$ cat config.mk
export PLATFORM = sky130hd
export DESIGN_NAME = mrf_spi_target
export DESIGN_NICKNAME = d
export VERILOG_FILES = /design/src/rtl/mrf_spi_target.sv
export SDC_FILE = /design/constraint.sdc
export NUM_CORES = 2
export LEC_CHECK = 0
export CORE_UTILIZATION = 45
export DETAILED_ROUTE_END_ITERATION = 10
export PLACE_DENSITY = 0.66
export SYNTH_ARGS = -nofsm -noshare
export SYNTH_HDL_FRONTEND = slang
export SYNTH_SLANG_ARGS = --single-unit
$ cat constraint.sdc
create_clock -name clk -period 51.5 [get_ports clk]
set_input_delay 12.875 -clock clk [delete_from_list [all_inputs] [get_ports clk]]
set_output_delay 12.875 -clock clk [all_outputs]
set_load 0.005 [all_outputs]
$ cat src/rtl/mrf_spi_target.sv
// ---------------------------------------------------------------------------
// mrf_spi_target
//   SPI responder for the MRF24J40-style short/long register protocol.
//   Holds a short and a long 8-bit register bank. Both banks are reachable
//   from the SPI master and from a local register port. Every SPI write is
//   reported on wr_evt/wr_addr/wr_data. All SPI lines are oversampled by clk,
//   which must run at 8x sck or faster.
//
//   Optional feature: define MRF_SPI_TGT_INTR_EN to get a sticky write
//   interrupt (intr, cleared by intr_clr). Without it, intr is tied to 0.
//
// Ports
//   clk, rst        system clock; asynchronous active-high reset
//   sck, cs, sdi    SPI from the master (cs active-low, MSB first)
//   sdo             SPI to the master, driven only in a read data phase
//   loc_addr        local address {long_sel, addr[9:0]}; short uses [5:0]
//   loc_we/wdata    local write request; held until loc_ready
//   loc_ready       low only in the clk of an SPI commit (SPI wins)
//   loc_rdata       registered read of loc_addr, 1-clk latency
//   wr_evt          1-clk pulse on an SPI write commit
//   wr_addr/wr_data address/data of the last SPI write
//   intr, intr_clr  sticky write interrupt and its clear
// ---------------------------------------------------------------------------
module mrf_spi_target #(
    parameter int SHORT_DEPTH = 64,
    parameter int LONG_DEPTH  = 64
) (
    input  logic        clk,
    input  logic        rst,
    input  logic        sck,
    input  logic        cs,
    input  logic        sdi,
    output logic        sdo,
    input  logic [10:0] loc_addr,
    input  logic        loc_we,
    input  logic [7:0]  loc_wdata,
    output logic        loc_ready,
    output logic [7:0]  loc_rdata,
    output logic        wr_evt,
    output logic [10:0] wr_addr,
    output logic [7:0]  wr_data,
    output logic        intr,
    input  logic        intr_clr
);

    localparam int SAW = (SHORT_DEPTH > 1) ? $clog2(SHORT_DEPTH) : 1;
    localparam int LAW = (LONG_DEPTH  > 1) ? $clog2(LONG_DEPTH)  : 1;
    localparam logic [6:0]  SHORT_LIM = 7'(SHORT_DEPTH);
    localparam logic [10:0] LONG_LIM  = 11'(LONG_DEPTH);

    typedef enum logic [2:0] {S_IDLE, S_HDR, S_TURN, S_DATA, S_DONE} state_t;

    // ---------------- register banks ----------------
    logic [7:0] short_mem [SHORT_DEPTH];
    logic [7:0] long_mem  [LONG_DEPTH];

    function automatic logic is_impl(input logic [10:0] a);
        if (a[10]) return ({1'b0, a[9:0]} < LONG_LIM);
        else       return ({1'b0, a[5:0]} < SHORT_LIM);
    endfunction

    // Unimplemented locations read as zero.
    function automatic logic [7:0] rd_bank(input logic [10:0] a);
        if (!is_impl(a)) return 8'h00;
        else if (a[10])  return long_mem[a[LAW-1:0]];
        else             return short_mem[a[SAW-1:0]];
    endfunction

    // ---------------- synchronisers / edge detect ----------------
    logic [1:0] sck_sq, cs_sq, sdi_sq;
    logic       sck_prev_q, cs_prev_q;

    always_ff @(posedge clk or posedge rst) begin
        if (rst) begin
            sck_sq     <= 2'b00;
            cs_sq      <= 2'b11;   // deselected, so reset never fakes a cs fall
            sdi_sq     <= 2'b00;
            sck_prev_q <= 1'b0;
            cs_prev_q  <= 1'b1;
        end else begin
            sck_sq     <= {sck_sq[0], sck};
            cs_sq      <= {cs_sq[0], cs};
            sdi_sq     <= {sdi_sq[0], sdi};
            sck_prev_q <= sck_sq[1];
            cs_prev_q  <= cs_sq[1];
        end
    end

    logic sck_rise, cs_fall, cs_rise, bit_stb, sdi_s;
    assign sck_rise = sck_sq[1] & ~sck_prev_q;
    assign cs_fall  = cs_prev_q & ~cs_sq[1];
    assign cs_rise  = ~cs_prev_q & cs_sq[1];
    assign bit_stb  = sck_rise & ~cs_sq[1];
    assign sdi_s    = sdi_sq[1];   // same delay as sck, so aligned with bit_stb

    // ---------------- frame FSM ----------------
    state_t      state_q, state_d;
    logic [4:0]  bit_cnt_q, bit_cnt_d;   // bit index within the frame
    logic [10:0] sr_q, sr_d;             // header / data shift register
    logic [10:0] addr_q, addr_d;         // {long_sel, addr}
    logic        rw_q, rw_d;
    logic [7:0]  rd_byte_q, rd_byte_d;
    logic        sdo_q, sdo_d;
    logic        commit_q, commit_d;
    logic [10:0] wr_addr_q, wr_addr_d;
    logic [7:0]  wr_data_q, wr_data_d;
    logic        fetch;

    always_ff @(posedge clk or posedge rst) begin
        if (rst) begin
            state_q   <= S_IDLE;
            bit_cnt_q <= '0;
            sr_q      <= '0;
            addr_q    <= '0;
            rw_q      <= 1'b0;
            rd_byte_q <= '0;
            sdo_q     <= 1'b0;
            commit_q  <= 1'b0;
            wr_addr_q <= '0;
            wr_data_q <= '0;
        end else begin
            state_q   <= state_d;
            bit_cnt_q <= bit_cnt_d;
            sr_q      <= sr_d;
            addr_q    <= addr_d;
            rw_q      <= rw_d;
            rd_byte_q <= rd_byte_d;
            sdo_q     <= sdo_d;
            commit_q  <= commit_d;
            wr_addr_q <= wr_addr_d;
            wr_data_q <= wr_data_d;
        end
    end

    always_comb begin
        state_d   = state_q;
        bit_cnt_d = bit_cnt_q;
        sr_d      = sr_q;
        addr_d    = addr_q;
        rw_d      = rw_q;
        rd_byte_d = rd_byte_q;
        commit_d  = 1'b0;
        wr_addr_d = wr_addr_q;
        wr_data_d = wr_data_q;
        fetch     = 1'b0;
        sdo_d     = 1'b0;

        if (cs_rise) begin
            // Deselect aborts anything in flight; a partial write never commits.
            state_d = S_IDLE;
        end else begin
            unique case (state_q)
                S_IDLE: begin
                    if (cs_fall) begin
                        state_d   = S_HDR;
                        bit_cnt_d = '0;
                        sr_d      = '0;
                    end
                end
                S_HDR: begin
                    if (bit_stb) begin
                        sr_d      = {sr_q[9:0], sdi_s};
                        bit_cnt_d = bit_cnt_q + 5'd1;
                        // sr_q still holds the bits before the current one:
                        // b0 (long flag) sits at sr_q[6] at bit 7, sr_q[10] at bit 11.
                        if (bit_cnt_q == 5'd7 && !sr_q[6]) begin
                            addr_d  = {5'b0, sr_q[5:0]};
                            rw_d    = sdi_s;
                            fetch   = 1'b1;
                            state_d = S_DATA;
                        end else if (bit_cnt_q == 5'd11 && sr_q[10]) begin
                            addr_d  = {1'b1, sr_q[9:0]};
                            rw_d    = sdi_s;
                            fetch   = 1'b1;
                            state_d = S_TURN;
                        end
                    end
                end
                S_TURN: begin
                    if (bit_stb) begin
                        bit_cnt_d = bit_cnt_q + 5'd1;
                        if (bit_cnt_q == 5'd15) state_d = S_DATA;
                    end
                end
                S_DATA: begin
                    if (bit_stb) begin
                        sr_d      = {sr_q[9:0], sdi_s};
                        bit_cnt_d = bit_cnt_q + 5'd1;
                        // Data starts at bit 8 (short) or 16 (long), so the
                        // low three count bits are the data-bit index.
                        if (bit_cnt_q[2:0] == 3'd7) begin
                            state_d = S_DONE;
                            if (rw_q) begin
                                commit_d  = 1'b1;
                                wr_addr_d = addr_q;
                                wr_data_d = {sr_q[6:0], sdi_s};
                            end
                        end
                    end
                end
                S_DONE: ;
                default: state_d = S_IDLE;
            endcase
        end

        // Snapshot at header completion; a local write in the same clk lands
        // after this read, so the master sees the old value.
        if (fetch) rd_byte_d = rd_bank(addr_d);

        // sdo is computed from next-state so it moves in the same clk as the
        // bit strobe, well before the master's sampling falling edge.
        if (state_d == S_DATA && !rw_d) sdo_d = rd_byte_d[~bit_cnt_d[2:0]];
    end

    // ---------------- bank write port ----------------
    // The SPI commit owns the port for one clk; the local requester holds
    // loc_we through that clk and is accepted in the next.
    logic        bw_en;
    logic [10:0] bw_addr;
    logic [7:0]  bw_data;

    assign bw_en   = commit_q | loc_we;
    assign bw_addr = commit_q ? wr_addr_q : loc_addr;
    assign bw_data = commit_q ? wr_data_q : loc_wdata;

    always_ff @(posedge clk or posedge rst) begin
        if (rst) begin
            for (int i = 0; i < SHORT_DEPTH; i++) short_mem[i] <= 8'h00;
            for (int i = 0; i < LONG_DEPTH; i++)  long_mem[i]  <= 8'h00;
        end else if (bw_en && is_impl(bw_addr)) begin
            if (bw_addr[10]) long_mem[bw_addr[LAW-1:0]]  <= bw_data;
            else             short_mem[bw_addr[SAW-1:0]] <= bw_data;
        end
    end

    logic [7:0] loc_rdata_q;
    always_ff @(posedge clk or posedge rst) begin
        if (rst) loc_rdata_q <= 8'h00;
        else     loc_rdata_q <= rd_bank(loc_addr);
    end

    // ---------------- interrupt ----------------
`ifdef MRF_SPI_TGT_INTR_EN
    logic intr_q;
    always_ff @(posedge clk or posedge rst) begin
        if (rst)           intr_q <= 1'b0;
        else if (commit_q) intr_q <= 1'b1;   // a new write beats a clear
        else if (intr_clr) intr_q <= 1'b0;
    end
    assign intr = intr_q;
`else
    logic unused_intr_clr;
    assign unused_intr_clr = intr_clr;
    assign intr = 1'b0;
`endif

    assign sdo       = sdo_q;
    assign loc_ready = ~commit_q;
    assign loc_rdata = loc_rdata_q;
    assign wr_evt    = commit_q;
    assign wr_addr   = wr_addr_q;
    assign wr_data   = wr_data_q;

endmodule

==> metrics.md <==
| Metric | Value |
|---|---|
| Outcome | `finished clean` |
| I/O pins | `between 50 and 60` |
| DR pass1 iterations | `8` |
| Critical-path top delay cell | `buf_4` |
| CTS root buf | `clkbuf_16` |
| Hold Slack | `0.355 ns` |
| Setup TNS | `0 ns` |
| Xor and xnor fraction of the mapped netlist area | `0%` |
| Syn avg cell area | `slightly below 10 sq um` |
| P&R area growth vs syn | `10.6%` |
| Clock Sinks | `1100` |
| Multi-input logic area | `27900 sq um` |
| GP Congestion | `a little under 1` |
| Post-CTS setup buffers | `0` |
| Slew HR | `a little over a tenth` |
| Crit share post-route | `about a third` |
| CP arrival | `around 17 ns` |
| Post-synth cell types | `between 90 and 100` |
| Vias in the first global route | `45200` |
| Number of synthesized flops with an enable pin | `0` |
| Skew-Pair Late Insertion Delay | `about 0.75 ns` |
| First-pass GRT wire length | `302000 um` |
| Type of destination of the critical path | `register` |
| Compound-Gate Fraction of Synth Area | `about 15%` |
| DR vias | `47300` |
| CORE AREA | `~130000 sq um` |
| Layout cells sized above 1 | `~14%` |
| Final ANT Viol Nets | `0` |
| Gr ovfl total | `0` |
| Peak Freq | `60.3 MHz` |
| Peak supply drop | `roughly 0.000027 V` |
| Resized cells post-CTS | `0` |
| Initial core utilization | `around 46%` |
| TritonCTS buffer count | `between 100 and 150` |
| Final nets | `between 5000 and 6000` |
| RSZ-0062 raised after global routing | `false` |
| I/O Buffers | `between 50 and 60` |
| Clock skew | `0.0361 ns` |
| Largest family of logic cells by synthesized area | `multiplexers` |
| Pins over their slew limit | `0` |
| Final Hold Viols | `0` |
| FF+latch area | `between 20000 and 30000 sq um` |
| Drt via density | `about 6.4` |
| Worst-Margin Slew | `1.34 ns` |
| Post-synth top flop | `dfrtp_1` |
| Final setup fails | `0` |
| Initial antenna violation count | `15` |
| Largest stage delay, worst path | `~0.8 ns` |
| Hold Buf Count CTS | `0` |
| Critical path's top delay family | `buffers and inverters` |
| Mapped Cells | `between 5000 and 6000` |
| Site row count | `130` |
| Gr usage total | `between 30% and 40%` |
| Synth Warn # | `0` |
| Avg WL per Cell | `between 20 and 30 um` |
| Layout fillers | `11200` |
| PwrDens | `roughly 33 nW/um^2` |
| Syn_nets | `approximately 5900` |
| Ys async rst share | `100%` |
| Startpoint Class | `input pin` |
| Seq/Total Area, Yosys | `a little under half` |
| Initial drt markers | `about 6600` |
| Minimum clock period after layout | `16.59 ns` |
| Adder-Cell Fraction of Synth Area | `less than 1%` |
| CP max FO | `30` |
| CTS Buffer Depth | `3` |
| #FFs+latches synth | `1100` |
| Crit-path cells | `clkdlybuf4s50_1, inv_4, buf_4, buf_4, mux4_2, mux4_2, nand2b_1, nand2_1` |
| Hold Crit Class | `register to register` |
| CTS tree | `done` |
| Crit Path Category | `input pin to register` |
| Mapped cell area | `57400 sq um` |
| Mux cell area share after synthesis | `a little under a fifth` |
| Die W | `359 um` |
| Die ar. | `approximately 130000 sq um` |
| CP required | `approximately 52 ns` |
| CP bufs+invs | `4` |
| Post-route DRC violation count | `0` |
| Largest net degree at the start of global routing | `179` |
| Simple-Gate Fraction of Synth Area | `around 15%` |
| Final wirelength | `~200000 um` |
| Leak | `0.0268 uW` |
| MaxCap Viol Count | `0` |
| DP Wirelength | `129000 um` |
| H-tree Lvls | `3` |
| Die H | `359 um` |
| Clock transition at path regs | `approximately 0.060 ns` |
-- path summary, 6_finish.rpt --
kind	start	endpoint	slack (ns)	cells past startpoint
setup / recovery	loc_addr[3]	loc_rdata[5]	34.91	8
hold / removal	cs_sq[0]	cs_sq[1]	0.35	0
setup reg to reg	bit_cnt_q[3]	sdo	44.86	15
hold reg to reg	cs_sq[0]	cs_sq[1]	0.35	0
max in group asynchronous	rst	short_mem[72]	35.39	5
min in group asynchronous	rst	long_mem[447]	12.73	2
-- kinds of logic after synthesis --
logic type | after synthesis
AO/OA/AOI/OAI | 1477
adder cells (fa/ha/maj) | 3
buffers and inverters | 554
flip-flops | 1100
multiplexers | 574
other | 1
AND/OR/NAND/NOR | 2116
-- cell usage after synthesis (all sizes together) (4+ instances only) --
| library cell | number | share of area (%) |
|---|---|---|
| and3 | 14 | 0.15 |
| a211oi | 18 | 0.24 |
| mux2 | 18 | 0.35 |
| a211o | 4 | 0.061 |
| nor2b | 8 | 0.087 |
| nand2b | 28 | 0.31 |
| dfrtp | 1097 | 48 |
| or3 | 12 | 0.13 |
| a221oi | 10 | 0.15 |
| o211a | 12 | 0.21 |
| a22o | 6 | 0.092 |
| buf | 156 | 1.5 |
| o32ai | 4 | 0.061 |
| nand4 | 32 | 0.35 |
| a31oi | 65 | 0.71 |
| mux2i | 188 | 3.3 |
| a21oi | 518 | 4.5 |
| and2 | 8 | 0.087 |
| clkbuf | 343 | 2.2 |
| a222oi | 10 | 0.17 |
| mux4 | 368 | 14 |
| o2111ai | 16 | 0.27 |
| nor2 | 570 | 3.7 |
| inv | 50 | 0.33 |
| a21boi | 4 | 0.11 |
| o31ai | 10 | 0.14 |
| o22ai | 19 | 0.22 |
| a32oi | 25 | 0.38 |
| nor3b | 4 | 0.061 |
| o221ai | 11 | 0.17 |
| o211ai | 74 | 0.99 |
| o21ai | 615 | 5.4 |
| nor4bb | 4 | 0.070 |
| nor4 | 10 | 0.11 |
| a311oi | 6 | 0.092 |
| clkinv | 5 | 0.033 |
| a32o | 7 | 0.12 |
| nand3 | 160 | 1.4 |
| a2111oi | 6 | 0.092 |
| o2111a | 4 | 0.078 |
| nand2 | 1215 | 8.0 |
| nor3 | 29 | 0.26 |
| o311ai | 5 | 0.076 |
-- sequential cells by signal (all words and copies together) (netlist names), 2 cells and up --
register and cells:
state_q 3, loc_rdata 8, cs_sq 2, short_mem 512
sdi_sq 2, long_mem 512, sck_sq 2, addr_q 11
wr_addr 11, wr_data 8, sr_q 11, rd_byte_q 8
bit_cnt_q 5
-- cell type report --
class	count	share of cell area, %
tap	1650	3.25
sequential	1100	43.4
timing repair buffer	197	2.73
antenna	4	0.0158
clock buffer	169	5.54
clock inverter	42	0.883
inverter	55	0.365
multi-input combinational	4171	43.9
-- worst reg2reg max path, cell delays in order (launching register included) --
cell       delay, ns
dfrtp_1         0.46
and3b_1         0.29
o2111ai_2       0.63
a21boi_4        0.28
buf_4           0.36
inv_4           0.36
nor2_4          0.39
buf_4           0.46
buf_4           0.57
a311o_1         0.32
o21ai_0         0.11
a221oi_1        0.62
o21a_1          0.52
o22ai_1         0.22
a32o_1          0.26
nand4b_1        0.47
-- layout by cell type (no fill, tap or decap), types with 45 or more instances in the layout --
master and count:
nand2_1 1214, dfrtp_1 1096, o21ai_0 611, nor2_1 559, a21oi_1 518, mux4_2 368
mux2i_1 173, nand3_1 160, buf_4 134, clkbuf_16 119, o211ai_1 73, a31oi_1 63
clkdlybuf4s50_1 50, inv_1 45
-- power by group --
part,leakage [uW],switching (uW),internal (uW)
clock network,0.00201,366,535
logic,0.00980,118,87.9
registers,0.0149,46.4,921
total,0.0268,530,1540
-- routing by layer --
layer | vias up | global-route usage, % | routed length, um
li1 | 20400 | - | -
met1 | 23400 | 42.0 | 78100
met2 | 2853 | 46.8 | 90200
met3 | 626 | 9.00 | 24700
met4 | 16 | 15.3 | 10700
met5 | - | 0 | 103
-- per-stage QoR --
stage	setup WS, ns	utilization, %	total power, uW	instances	instance area (sq um)
3_3_place_gp	34.14	47.1	1180	7173	59400
5_1_grt	34.71	50.4	2140	7384	63500
6_report	34.91	50.4	2070	7388	63500
4_1_cts	34.93	50.4	2080	7384	63500
2_1_floorplan	7.66	-	1120	5825	57400
3_5_place_dp	34.16	47.1	1180	7173	59400
No activity file was read; power rests on OpenSTA's default activity.
